### src/rtl/if_stage_pkg.sv
// Shared fetch-stage types and constants.
// RESET_PC default, ADEL exception code and the IF/ID bundle layout.
package if_stage_pkg;

    localparam logic [31:0] DEF_RESET_PC = 32'hBFC0_0000;
    localparam logic [4:0]  EXC_ADEL     = 5'h04;

    typedef struct packed {
        logic [31:0] pc;
        logic [31:0] inst;
        logic        adel;
    } if_id_t;

    localparam int IF_ID_W = $bits(if_id_t);

endpackage

### src/rtl/if_stage_if.sv
// SRAM-like instruction bus: request/addr_ok/data_ok.
// Master is the fetch stage, slave is the memory side.
interface if_stage_if;

    logic        inst_req;
    logic [31:0] inst_addr;
    logic        inst_addr_ok;
    logic        inst_data_ok;
    logic [31:0] inst_rdata;

    modport master (
        output inst_req,
        output inst_addr,
        input  inst_addr_ok,
        input  inst_data_ok,
        input  inst_rdata
    );

    modport slave (
        input  inst_req,
        input  inst_addr,
        output inst_addr_ok,
        output inst_data_ok,
        output inst_rdata
    );

endinterface

### src/rtl/if_stage.sv
// Instruction fetch: owns the PC, single outstanding bus request,
// one-entry output buffer, redirects with stale-response discard.
module if_stage
    import if_stage_pkg::*;
#(
    parameter logic [31:0] RESET_PC = DEF_RESET_PC
) (
    input  logic        clk,
    input  logic        reset,
    if_stage_if.master  bus,
    input  logic        redirect_valid,
    input  logic [31:0] redirect_pc,
    output logic        valid_out,
    input  logic        allow_out,
    output logic [31:0] out_pc,
    output logic [31:0] out_inst,
    output logic        out_adel
);

    localparam logic [2:0] S_REQ    = 3'd0;
    localparam logic [2:0] S_WAIT   = 3'd1;
    localparam logic [2:0] S_FULL   = 3'd2;
    localparam logic [2:0] S_CANCEL = 3'd3;
    localparam logic [2:0] S_HALT   = 3'd4;

    logic [2:0]  state;
    logic [31:0] pc;
    logic [31:0] fetch_pc;
    logic [31:0] buf_inst;
    logic        aligned;
    logic        fire;
    logic        avail;
    logic        xfer;
    if_id_t      item;

    assign aligned       = (pc[1:0] == 2'b00);
    assign bus.inst_req  = (state == S_REQ) && aligned;
    assign bus.inst_addr = pc;
    assign fire          = bus.inst_req && bus.inst_addr_ok;

    always_comb begin
        avail = 1'b0;
        item  = '{fetch_pc, buf_inst, 1'b0};
        case (state)
            S_REQ: begin
                if (!aligned) begin
                    avail = 1'b1;
                    item  = '{pc, 32'h0, 1'b1};
                end
            end
            S_WAIT: begin
                avail     = bus.inst_data_ok;
                item.inst = bus.inst_rdata;
            end
            S_FULL:  avail = 1'b1;
            default: avail = 1'b0;
        endcase
    end

    // A redirect kills whatever is presented in the same cycle.
    assign valid_out = avail && !redirect_valid;
    assign xfer      = valid_out && allow_out;
    assign {out_pc, out_inst, out_adel} = item;

    always_ff @(posedge clk or posedge reset) begin
        if (reset) begin
            state    <= S_REQ;
            pc       <= RESET_PC;
            fetch_pc <= 32'h0;
            buf_inst <= 32'h0;
        end else if (redirect_valid) begin
            pc <= redirect_pc;
            case (state)
                S_REQ:    state <= fire ? S_CANCEL : S_REQ;
                S_WAIT,
                S_CANCEL: state <= bus.inst_data_ok ? S_REQ : S_CANCEL;
                default:  state <= S_REQ;
            endcase
        end else begin
            case (state)
                S_REQ: begin
                    if (fire) begin
                        fetch_pc <= pc;
                        pc       <= pc + 32'd4;
                        state    <= S_WAIT;
                    end else if (xfer) begin
                        state <= S_HALT;
                    end
                end
                S_WAIT: begin
                    if (bus.inst_data_ok) begin
                        if (allow_out) begin
                            state <= S_REQ;
                        end else begin
                            buf_inst <= bus.inst_rdata;
                            state    <= S_FULL;
                        end
                    end
                end
                S_FULL: begin
                    if (allow_out) state <= S_REQ;
                end
                S_CANCEL: begin
                    if (bus.inst_data_ok) state <= S_REQ;
                end
                S_HALT:  state <= S_HALT;
                default: state <= S_REQ;
            endcase
        end
    end

endmodule

### src/flat_wrapper.sv
// flat-port wrapper written by rule: the top's interface ports become plain ports
module if_stage_flat import if_stage_pkg::*;
#(
    parameter logic [31:0] RESET_PC = DEF_RESET_PC
)
  (clk, reset, redirect_valid, redirect_pc, valid_out, allow_out, out_pc, out_inst, out_adel, bus_inst_req, bus_inst_addr, bus_inst_addr_ok, bus_inst_data_ok, bus_inst_rdata);
  if_stage_if bus_i ();
  input  logic clk;
  input  logic reset;
  input  logic redirect_valid;
  input  logic [31:0] redirect_pc;
  output logic valid_out;
  input  logic allow_out;
  output logic [31:0] out_pc;
  output logic [31:0] out_inst;
  output logic out_adel;
  output wire logic [$bits(bus_i.inst_req)-1:0] bus_inst_req;
  output wire logic [$bits(bus_i.inst_addr)-1:0] bus_inst_addr;
  input wire logic [$bits(bus_i.inst_addr_ok)-1:0] bus_inst_addr_ok;
  input wire logic [$bits(bus_i.inst_data_ok)-1:0] bus_inst_data_ok;
  input wire logic [$bits(bus_i.inst_rdata)-1:0] bus_inst_rdata;
  assign bus_inst_req = bus_i.inst_req;
  assign bus_inst_addr = bus_i.inst_addr;
  assign bus_i.inst_addr_ok = bus_inst_addr_ok;
  assign bus_i.inst_data_ok = bus_inst_data_ok;
  assign bus_i.inst_rdata = bus_inst_rdata;
  if_stage #(.RESET_PC(RESET_PC)) u_core (.clk(clk), .reset(reset), .bus(bus_i), .redirect_valid(redirect_valid), .redirect_pc(redirect_pc), .valid_out(valid_out), .allow_out(allow_out), .out_pc(out_pc), .out_inst(out_inst), .out_adel(out_adel));
endmodule
### config.mk
export PLATFORM = sky130hd
export DESIGN_NAME = if_stage_flat
export DESIGN_NICKNAME = d
export VERILOG_FILES = /design/src/rtl/if_stage_pkg.sv /design/src/rtl/if_stage_if.sv /design/src/rtl/if_stage.sv /design/src/flat_wrapper.sv
export SDC_FILE = /design/constraint.sdc
export NUM_CORES = 1
export LEC_CHECK = 0
export CAP_MARGIN = 20
export CORE_MARGIN = 5
export CORE_UTILIZATION = 42
export DETAILED_ROUTE_END_ITERATION = 6
export PLACE_DENSITY_LB_ADDON = 0.15
export SLEW_MARGIN = 20
export SYNTH_ARGS = -nofsm -noshare
export SYNTH_HDL_FRONTEND = slang
export SYNTH_SLANG_ARGS = --single-unit
### constraint.sdc
create_clock -name clk -period 3 [get_ports clk]
set_clock_uncertainty 0.15 [all_clocks]
set_input_delay 0.3 -clock clk [delete_from_list [all_inputs] [get_ports clk]]
set_output_delay 0.3 -clock clk [all_outputs]
set_load 0.02 [all_outputs]
==> impl_metrics.yaml <==
run_status:
  status: "completed"
synth:
  syn_avg_cell_area_um2: 11.1
  syn_inst: 478
  syn_area_um2: 5310
  syn_nets: 549
  synth_edf_count: 0
  synth.area.top_cells: "dfrtp_1 (42%), mux2_2 (20%), a22o_1 (5.3%)"
  ys.flop_type: "dfrtp_1"
  synthTopCellsByCount: "mux2_2 (95), dfrtp_1 (90), a22o_1 (32)"
  synth-async-reset-ratio: 1.00
  yosysMostFrequentCell: "mux2_2"
  yosys_register_bits: 99
  yosys_warnings: 0
  synth_top_area_share: 0.424
  yosysTopAreaCell: "dfrtp_1"
  yosysSeqAreaShare: 0.469
  yosysUniqueCellTypes: 49
pwr:
  p_leak_nw: 3.10
  peakVddDrop_mv: 0.562
  powerDensity_nw_per_um2: 773
worst_setup_path:
  worstPathMaxFanout: 9
  rrSetupSlack_ns: 0.47
  rr_endpoint: "u_core.bus.inst_addr[26]"
  reg2reg_from: "u_core.bus.inst_addr[0]"
  critPathRequiredTime_ns: 2.55
  cp.arrival_ns: 2.45
  rr_worst_depth: 6
  critical_path_class: "reg2out"
  start_kind: "register"
  end_kind: "output pin"
route:
  postRouteWirelength_um: 14800
  routedWlPerCell_um: 18.2
  antenna_left: 0
  firstDrtPassIters: 4
  drc: 0
  vias: 4544
  initialDrtViolationCount: 225
  drt-vias-per-instance: 5.57
cts:
  cts_tree: "done"
  cts_root_buf: "clkbuf_16"
  htree_levels: 3
  clock_path_buffers: 2
  ctsHoldBuffers: 0
  cts_buffers: 9
  worstSkewPairLatency_ns: 0.35
  cts_num_sinks: 99
  cts.clk_slew.worst_paths_ns: 0.06
cells_and_area:
  fin_cells: 816
  nets: 710
  fillers: 1121
  drive_above_1_share: 0.228
  syn_to_final_growth_pct: 41.7
  n_antenna_cell: 0
global_route:
  antenna_found_initial: 0
  grt_max_degree: 100
  grt_pass1_vias: 4671
  track_usage: 0.200
  grt_pass1_wl_um: 23900
  grt-ovfl-total: 0
sta:
  period_share: 0.968
  worst_pin_slew_ns: 0.596
  fin_tns_setup_ns: 0
  maxSlewViolCount: 0
  period_needed_ns: 2.90
  max_clock_freq_ghz: 0.344
  finalHoldViolCount: 0
  slew_headroom: 0.603
  rsz0062_at_grt: "no"
  setup_viol: 0
floorplanning:
  initial_core_util: 0.424
  die_w_um: 122
  die_h_um: 122
  ios: 169
  row_count: 41
  fp.dieArea_um2: 15000
  core_area_um2: 12500
placement:
  dp_cells: 799
  dp_hpwl_um: 10600
  numPortBuffers: 168
  gp_congestion: 0.806
min_path:
  hp-class: "in2async"
flow_run:
  drv_cap: 0
-- per-layer routing --
| metal | global-route usage | up-vias | routed length [um] |
|---|---|---|---|
| li1 | - | 2131 | - |
| met1 | 0.257 | 2252 | 6260 |
| met2 | 0.325 | 140 | 7320 |
| met3 | 0.0576 | 21 | 925 |
| met4 | 0.0679 | 0 | 332 |
| met5 | 0 | - | 0 |
-- layout by cell type, fill, tap and decap left out, drive strengths merged, types with 9 or more instances in the layout --
| master | instances |
|---|---|
| clkbuf | 14 |
| a31oi | 15 |
| clkdlybuf4s50 | 140 |
| buf | 19 |
| dlygate4sd2 | 25 |
| dfstp | 9 |
| o31ai | 14 |
| nand2 | 31 |
| dfrtp | 90 |
| nand3 | 15 |
| o21ai | 12 |
| or4 | 15 |
| nand4 | 19 |
| a22o | 32 |
| mux2 | 95 |
| nor2 | 28 |
-- worst max path at each step --
stage                             from      endpoint  slack (ns)  cells past startpoint
6_report               u_core.state[1]     out_pc[5]         0.1                      5
5_1_grt                u_core.state[2]  out_inst[11]       0.002                      6
4_1_cts                u_core.state[2]   out_inst[0]        0.01                      6
3_5_place_dp           u_core.state[1]    out_pc[30]        0.28                      5
3_3_place_gp   u_core.bus.inst_addr[0]  out_inst[30]        0.18                      3
2_1_floorplan          u_core.state[0]     valid_out        0.53                      4
-- metrics by stage --
step           cell area, um^2   util  setup slack, ns  hold slack, ns  total power [mW]
2_1_floorplan             5310      -            0.526           0.269              3.57
3_5_place_dp              7230  0.578            0.276           0.339              4.80
4_1_cts                   7510  0.600           0.0139           0.337              5.89
5_1_grt                   7520  0.601          0.00203           0.357              6.12
6_report                  7520  0.601           0.0962           0.246              5.82
3_3_place_gp              7210  0.576            0.184           0.335              4.71
-- flip-flops by register name (all words and copies together) (netlist names) --
name	cells
u_core.state	3
u_core.buf_inst	32
u_core.fetch_pc	32
u_core.bus.inst_addr	32
-- worst max-delay path: stages, from the launching register on --
cell             delay, ns
dfrtp_1               0.46
or3_1                 0.46
nor2_4                0.17
buf_4                 0.15
mux2_2                0.33
clkdlybuf4s50_1       0.54
-- where the power goes --
part           internal [mW]  total (mW)  leakage (nW)  switching, mW
registers               1.77        2.05          1.22          0.281
clock network          0.692        1.18         0.147          0.489
logic                   1.36        2.58          1.74           1.23
-- cell families (layout without fill, tap and decap cells) --
kind of cell | after synthesis | in the layout | share of synthesized area
compound gates | 88 | 88 | 0.125
xor+xnor | 7 | 7 | 0.0116
buf+inv | 45 | 211 | 0.0408
flops | 99 | 99 | 0.469
simple gates | 142 | 142 | 0.148
fa+ha+maj | 1 | 1 | 0.00236
mux | 96 | 96 | 0.203
-- area by class of cell --
type	count	area, um^2	area share
Multi-Input combinational cell	334	2630	0.350
Clock inverter	2	35.0	0.00466
Tap cell	172	215	0.0286
Inverter	8	33.8	0.00449
Clock buffer	14	264	0.0351
Timing Repair Buffer	187	1850	0.246
Sequential cell	99	2490	0.331
-- timing repair --
item                                    4_1_cts  5_1_grt
endpoints found under the setup margin       25       35
setup buffers                                 1        0
gates resized for setup                      25        4
pin swaps                                     1        0
Power figures use the tool's default switching activity.
